<file path="src/rtl/neurosa_host_loader.sv">
// neurosa_host_loader: host-side sequencer for the top_neurons 16-bit word bus.
// Optional readout word-count check is enabled by defining NEUROSA_HOST_RDCHK_EN.
module neurosa_host_loader #(
   parameter int FP_DATA_WIDTH    = 16,
   parameter int NEURON_ID_WIDTH  = 8,
   parameter int WORDS_PER_NEURON = 4,
   parameter int RUN_CNT_WIDTH    = 24,
   parameter int FIFO_DEPTH       = 16
) (
   input  logic                       clk,
   input  logic                       reset_l,
   input  logic                       start,
   input  logic [NEURON_ID_WIDTH-1:0] num_active,
   input  logic [RUN_CNT_WIDTH-1:0]   run_cycles,
   input  logic [7:0]                 num_samples,
   input  logic [FP_DATA_WIDTH-1:0]   cfg_data,
   input  logic                       cfg_valid,
   output logic                       cfg_ready,
   output logic                       chip_reset_l,
   output logic [FP_DATA_WIDTH-1:0]   ins,
   output logic                       rd,
   input  logic [FP_DATA_WIDTH-1:0]   outs,
   input  logic                       readDone,
   output logic [FP_DATA_WIDTH-1:0]   res_data,
   output logic                       res_last,
   output logic                       res_valid,
   input  logic                       res_ready,
   output logic                       busy,
   output logic                       err
);

   localparam int LW = NEURON_ID_WIDTH + 3;
   localparam int AW = $clog2(FIFO_DEPTH);
   localparam int CW = AW + 1;

   localparam logic [3:0] S_IDLE  = 4'd0;
   localparam logic [3:0] S_CRST  = 4'd1;
   localparam logic [3:0] S_CNT   = 4'd2;
   localparam logic [3:0] S_BEGIN = 4'd3;
   localparam logic [3:0] S_LOAD  = 4'd4;
   localparam logic [3:0] S_RUN   = 4'd5;
   localparam logic [3:0] S_READ  = 4'd6;
   localparam logic [3:0] S_DRAIN = 4'd7;
   localparam logic [3:0] S_DONE  = 4'd8;
   localparam logic [3:0] S_ERROR = 4'd9;

   logic [3:0]                 state;
   logic                       crst_cnt;
   logic [LW-1:0]              load_cnt;
   logic [LW-1:0]              load_total;
   logic [RUN_CNT_WIDTH-1:0]   run_cnt;
   logic [RUN_CNT_WIDTH-1:0]   rc_q;
   logic [NEURON_ID_WIDTH-1:0] na_q;
   logic [7:0]                 ns_q;
   logic [7:0]                 samp_cnt;
   logic [CW-1:0]              cap_cnt;
   logic                       cap_en;
   logic                       run_done;
   logic                       last_sample;
   logic                       rdchk_bad;
   logic                       fifo_empty;
   logic                       push;
   logic                       pop;
   logic [FP_DATA_WIDTH:0]     mem [FIFO_DEPTH];
   logic [AW-1:0]              wr_ptr;
   logic [AW-1:0]              rd_ptr;
   logic [CW-1:0]              count;

   assign load_total  = LW'(na_q) * LW'(WORDS_PER_NEURON);
   assign run_done    = (rc_q == '0) || (run_cnt == rc_q - RUN_CNT_WIDTH'(1));
   assign last_sample = (samp_cnt + 8'd1) >= ns_q;
   assign fifo_empty  = (count == '0);

`ifdef NEUROSA_HOST_RDCHK_EN
   logic [CW-1:0] exp_words;
   assign exp_words = CW'(na_q >> 4) + CW'(1);
   assign rdchk_bad = (cap_cnt + CW'(1)) != exp_words;
`else
   assign rdchk_bad = 1'b0;
`endif

   // Combinational so the chip leaves reset in the first IDLE cycle after reset_l rises.
   assign chip_reset_l = reset_l && (state != S_CRST);
   assign cfg_ready    = (state == S_LOAD);
   assign busy         = (state != S_IDLE) && (state != S_DONE);
   assign push         = (state == S_READ) && cap_en;
   assign pop          = res_valid && res_ready;

   always_ff @(posedge clk) begin
      if (!reset_l) begin
         state    <= S_IDLE;
         crst_cnt <= 1'b0;
         ins      <= '0;
         rd       <= 1'b0;
         err      <= 1'b0;
         load_cnt <= '0;
         run_cnt  <= '0;
         samp_cnt <= '0;
         cap_cnt  <= '0;
         cap_en   <= 1'b0;
         na_q     <= '0;
         rc_q     <= '0;
         ns_q     <= '0;
      end else begin
         ins <= '0;
         case (state)
            S_IDLE: if (start) begin
               na_q     <= num_active;
               rc_q     <= run_cycles;
               ns_q     <= num_samples;
               samp_cnt <= '0;
               crst_cnt <= 1'b0;
               state    <= S_CRST;
            end
            S_CRST: begin
               crst_cnt <= 1'b1;
               if (crst_cnt) state <= S_CNT;
            end
            S_CNT: begin
               ins   <= FP_DATA_WIDTH'(na_q);
               state <= S_BEGIN;
            end
            S_BEGIN: begin
               ins      <= '1;
               load_cnt <= '0;
               run_cnt  <= '0;
               state    <= (na_q == '0) ? S_RUN : S_LOAD;
            end
            S_LOAD: if (!cfg_valid) begin
               err   <= 1'b1;
               state <= S_ERROR;
            end else begin
               ins      <= cfg_data;
               load_cnt <= load_cnt + LW'(1);
               if (load_cnt == load_total - LW'(1)) begin
                  run_cnt <= '0;
                  state   <= S_RUN;
               end
            end
            S_RUN: begin
               run_cnt <= run_cnt + RUN_CNT_WIDTH'(1);
               if (run_done) begin
                  if (fifo_empty) begin
                     rd      <= 1'b1;
                     cap_en  <= 1'b0;
                     cap_cnt <= '0;
                     state   <= S_READ;
                  end else begin
                     state <= S_DRAIN;
                  end
               end
            end
            S_DRAIN: if (fifo_empty) begin
               rd      <= 1'b1;
               cap_en  <= 1'b0;
               cap_cnt <= '0;
               state   <= S_READ;
            end
            S_READ: begin
               // The chip answers one cycle after it sees rd, so capture starts on the second READ cycle.
               cap_en <= 1'b1;
               if (cap_en) begin
                  cap_cnt <= cap_cnt + CW'(1);
                  if (readDone) begin
                     rd       <= 1'b0;
                     cap_en   <= 1'b0;
                     samp_cnt <= samp_cnt + 8'd1;
                     run_cnt  <= '0;
                     if (rdchk_bad) begin
                        err   <= 1'b1;
                        state <= S_ERROR;
                     end else begin
                        state <= last_sample ? S_DONE : S_RUN;
                     end
                  end else if (cap_cnt == CW'(FIFO_DEPTH - 1)) begin
                     rd    <= 1'b0;
                     err   <= 1'b1;
                     state <= S_ERROR;
                  end
               end
            end
            S_DONE: if (start) begin
               rc_q     <= run_cycles;
               ns_q     <= num_samples;
               samp_cnt <= '0;
               run_cnt  <= '0;
               state    <= S_RUN;
            end
            S_ERROR: rd <= 1'b0;
            default: state <= S_IDLE;
         endcase
      end
   end

   always_ff @(posedge clk) begin
      if (push) mem[wr_ptr] <= {readDone, outs};
   end

   always_ff @(posedge clk) begin
      if (!reset_l) begin
         wr_ptr <= '0;
         rd_ptr <= '0;
         count  <= '0;
      end else begin
         if (push) wr_ptr <= wr_ptr + AW'(1);
         if (pop)  rd_ptr <= rd_ptr + AW'(1);
         if (push && !pop)      count <= count + CW'(1);
         else if (pop && !push) count <= count - CW'(1);
      end
   end

   assign res_valid = !fifo_empty;
   assign res_data  = res_valid ? mem[rd_ptr][FP_DATA_WIDTH-1:0] : '0;
   assign res_last  = res_valid && mem[rd_ptr][FP_DATA_WIDTH];

endmodule

</file>
<file path="config.mk">
export PLATFORM = sky130hd
export DESIGN_NAME = neurosa_host_loader
export DESIGN_NICKNAME = d
export VERILOG_FILES = /design/src/rtl/neurosa_host_loader.sv
export SDC_FILE = /design/constraint.sdc
export NUM_CORES = 1
export LEC_CHECK = 0
export ABC_CLOCK_PERIOD_IN_PS = 6950
export BUFFER_PORTS_ARGS = -buffer_cell sky130_fd_sc_hd__buf_2
export CAP_MARGIN = 25
export CORE_MARGIN = 3
export CORE_UTILIZATION = 25
export CTS_CLUSTER_DIAMETER = 100
export DETAILED_ROUTE_END_ITERATION = 10
export GPL_TIMING_DRIVEN = 0
export PLACE_DENSITY = 0.48
export SETUP_SLACK_MARGIN = 0.15
export SYNTH_ARGS = -nofsm -noshare
export SYNTH_HDL_FRONTEND = slang
export SYNTH_SLANG_ARGS = --single-unit
</file>
<file path="constraint.sdc">
create_clock -name clk -period 6.95 [get_ports clk]
set_clock_uncertainty 0.2 [all_clocks]
set_input_delay 2.085 -clock clk [delete_from_list [all_inputs] [get_ports clk]]
set_output_delay 2.085 -clock clk [all_outputs]
set_load 0.05 [all_outputs]
</file>
# After elaboration in Yosys (flattened, before gate mapping)

Memories as Yosys holds them, arrays and structs flattened. A register that Yosys moved wholly into a read port is not among the register bits.
Cells that the tools add are included.

Register bits: 125
Latch bits: 0
Bits in writable memories: 272
Memory bits (read-only): 0
Word-level logic and storage cells: 151
Memories kept: 1

Memory list:

| name | depth | width | rd ports | clocked after memory_dff | write ports | RTL line | RTL |
|---|---|---|---|---|---|---|---|
| mem  | 16    | 17    | 1        | 1                        | 1           | 64       | `logic [FP_DATA_WIDTH:0] mem [FIFO_DEPTH];` |

$add $sub $neg: 10
$mul: 0
Div/mod/pow operators: 0
Order comparisons: 1
Equality and inequality tests: 29
Shift operators: 0
Mux-type cells: 57
Bitwise gates (word level): 1
Reductions and logical operators: 36

Operators with widths:

| kind                    | count |
|---|---|
| $mux W24                | 5 |
| $pmux W24 S5            | 1 |
| $mux W4                 | 13 |
| $pmux W16 S3            | 1 |
| $pmux W4 S10            | 1 |
| $mux W16                | 2 |
| $mux W5                 | 5 |
| $add A24 B1 Y24 const B | 1 |
| $eq A24 B24 Y1          | 1 |
| $logic_not A24 Y1       | 1 |
| $mux W8                 | 3 |
| $sub A24 B1 Y24 const B | 1 |
| $pmux W11 S2            | 1 |
| $ne A2 B2 Y1 const B    | 10 |
| $mux W1                 | 18 |
| $eq A4 B3 Y1 const B    | 4 |
| $pmux W8 S2             | 1 |
| $pmux W5 S3             | 1 |
| $add A11 B1 Y11 const B | 1 |
| $eq A11 B11 Y1          | 1 |
| $mux W11                | 1 |
| $sub A10 B1 Y11 const B | 1 |
| $add A5 B1 Y5 const B   | 2 |
| $reduce_and A2 Y1       | 5 |
| 32 further kinds        | 53 |

# Logic depth before layout (Yosys ltp)

Depth after elaboration: 6
Mapped depth: 13
Depth with buffers taken out: 13

# Worst setup path after synthesis

Ideal clock, no wire load.

Path type: in2out
Start point: input reset_l
End point: output chip_reset_l
Data arrival time: 3,109 ps
Data required time: 4,665 ps
Path slack: 1,556 ps
Stages: 3
Buffers on the path: 1
Cell sequence: inv_2 -> clkbuf_1 -> a21oi_1

Cells in the longest elaborated chain, start to end: 1

Ends and longest elaborated chain:

| element             | RTL line | RTL |
|---|---|---|
| from (decl)         | 11       | `input logic reset_l,` |
| $logic_and A1 B1 Y1 | 83       | `assign chip_reset_l = reset_l && (state != S_CRST);` |
| to (decl)           | 19       | `output logic chip_reset_l,` |

Every way passes these cells.

==> metrics.cfg <==
[outcome]
status = finished clean

[sta]
setup_tns_ns = 0
drv_slew = 0
finalSetupViolCount = 0
fmax_mhz = 161.2
rsz0062_at_grt = no
slew_headroom = 0.3313
period_share = 0.8927
hold_viol = 0
period_needed_ns = 6.204
worst-slew-pin-transition_ns = 0.9938

[synth]
synthDominantCellAreaShare = 0.4740
synth_area_leaders = edfxtp_1 47%, dfxtp_1 15%, mux4_2 11%, nand2_1 2.9%, a21oi_1 2.6%
syn_area_per_cell_um2 = 13.46
yosysSeqAreaShare = 0.6238
synth_top_family_by_area = multiplexers
netlist_area_um2 = 17230
syn-num-nets = 1384
synthMuxAreaShare = 0.1140
ys.flop_type = edfxtp_1
synthSimpleGateAreaFrac = 0.1077
yosysWarnings = 0
synthCells = 1280
async_reset_ff_frac = 0
ys_ff_latch = 401
synth_xor_area_frac = 0.03913
synthAdderAreaFrac = 0.01931
synth_edf_count = 272
synth-compound-area-share = 0.07493
yosysTopAreaCell = edfxtp_1
synth_cell_types = 66

[grt]
antenna_found_initial = 2
grt_overflow_total = 0
grt_pass1_vias = 11440
grt_max_degree = 18
grt_pass1_wl_mm = 69.40
track_usage = 0.1259

[critical_path]
slowest_delay_ns = 0.73
crit_family = buffers and inverters
slowest_stage = clkbuf_1
cp_max_fo = 10
crit_type = flip-flop to output port
critPathMostFrequentCell = clkbuf_1
r2r-start = state[2]
cp-start-kind = flip-flop
path_buf_inv = 4
arrival_ns = 3.92
crit_required_ns = 4.66
cp-end-kind = output port
ff2ff_path_depth = 12
r2r_end = count[4]
cp_cell_sequence = clkbuf_1 > clkbuf_1 > clkbuf_1 > mux4_2 > mux4_2 > and2_1 > buf_2
r2r_slack_ns = 3.04

[placement]
gp_congestion = 0.8259
dp.final_hpwl_mm = 32.14
io_buffers = 116

[pwr]
seqPwrFrac = 0.364
switching_power_uw = 2624
ir_drop_v = 0.0001868
p_sw_frac = 0.3489
combPwrFrac = 0.320
p_clk_frac = 0.316
cellPowerDensity_nw_per_um2 = 359.7
total_power_uw = 7522
power.internal_uw = 4898
power.leakage_uw = 0.006968

[final_layout]
mostFrequentLayoutCell = edfxtp_1
area_delta_synth_final_pct = 21.35
final_cell_mix = 272 x edfxtp_1, 131 x nand2_1, 129 x dfxtp_1
drive_above_1_share = 0.2244
nNetsFinal = 1578

[clock_network]
numCtsBuffers = 46
htree_levels = 2
clock_latency_ns = 0.58
clock-root-buffer = clkbuf_16
cts_resized = 0
clkSinkCount = 401
cts_buffer_depth = 3
clk_pin_slew_ns = 0.06
hold_buffers = 0
post-cts-setup-buffers = 0
cts_tree = built

[floorplanning]
rows = 95
dieArea_um2 = 72120
initial_core_util = 0.2543
io_pins = 117
fp.dieH_um = 268.5
die_x_um = 268.5
coreArea_um2 = 67750

[min_path]
hold_end = ns_q[2]
min-delay-start = ns_q[2]
hold_path.class = flip-flop to flip-flop
hold_depth = 2

[route]
drtAntennaViolNets = 0
drc = 0
wirelength_mm = 45.54
num_vias = 11210
wl_per_cell_um = 19.09
drt_iter0_drc = 947
drtPass1Iterations = 5
avgViaCountPerCell = 4.700

[job]
cap_violations = 0

-- metal layers --
layer,part of all wire,vias up,GRT usage
li1,-,5236,-
met3,0.051,60,0.02445
met1,0.46,5637,0.1732
met2,0.47,276,0.2034
met4,0.020,0,0.03430
met5,0,-,0
-- power by group through the flow --
stage,Clock (uW),Sequential (uW),Combinational [uW]
after floorplan,0,2770,1710
after global placement,0,2790,2350
after detailed placement,0,2790,2420
after CTS,2460,2740,2430
after global routing,2550,2750,2620
final,2380,2740,2410
-- cell type report --
class,instances,area (um2)
Antenna cell,1,2.502
Buffer,70,274.0
Clock buffer,54,1201
Clock inverter,31,286.5
Fill cell,6825,46840
Inverter,24,90.09
Multi-Input combinational cell,785,6168
Sequential cell,401,10750
Tap cell,873,1092
Timing Repair Buffer,146,1046
-- logic make-up (layout without fill, tap and decap cells) --
family                   Yosys count  count (layout)
other                              0               1
AND/OR/NAND/NOR                  382             382
flip-flops                       401             401
XOR/XNOR                          77              77
multiplexers                      90              90
buffers and inverters             94             325
adder cells (fa/ha/maj)           26              26
AO/OA/AOI/OAI                    210             210
-- flip-flops by register name, summed over array words and instances (netlist names), named ones only --
signal    count
err           1
na_q          8
run_cnt      24
wr_ptr        4
state         4
crst_cnt      1
ns_q          8
samp_cnt      8
ins          16
mem         272
rd_ptr        4
load_cnt     11
rd            1
cap_cnt       5
count         5
cap_en        1
rc_q         24
-- through the flow --
| step | util | setup WS (ns) | instance area, um2 | hold slack, ns | instances |
|---|---|---|---|---|---|
| final | 0.3086 | 0.7458 | 20910 | 0.2539 | 2385 |
| after global routing | 0.3086 | 0.5002 | 20910 | 0.2784 | 2384 |
| after CTS | 0.3083 | 0.3672 | 20890 | 0.2554 | 2382 |
| after detailed placement | 0.2864 | 1.006 | 19400 | 0.2475 | 2297 |
| after global placement | 0.2790 | 0.7894 | 18910 | 0.2470 | 2269 |
| after floorplan | - | 1.556 | 17230 | 0.2239 | 1280 |
-- cells in the mapped netlist, types with 18 or more instances --
cell	instances
a21oi_1	91
and2_1	27
clkbuf_1	55
dfxtp_1	129
edfxtp_1	272
ha_1	25
inv_1	23
mux4_2	85
nand2_1	131
nand3_1	28
nor2_1	83
nor3_1	18
o21ai_0	43
xnor2_1	34
xor2_1	43
-- how the worst max path moves through the flow --
stage | startpoint | cells after the start | to
2_1_floorplan | reset_l | 3 | chip_reset_l
3_3_place_gp | flip-flop | 7 | res_data[0]
3_5_place_dp | flip-flop | 8 | res_data[1]
4_1_cts | flip-flop | 8 | res_data[1]
5_1_grt | flip-flop | 9 | res_data[1]
6_report | flip-flop | 7 | res_data[1]
-- tightest hold or removal path, cell delays in order, from the launching register on --
cell and delay, ns:
dfxtp_1 0.31, nand2_1 0.05, a21oi_1 0.05
(Power assumes the default switching activity.)
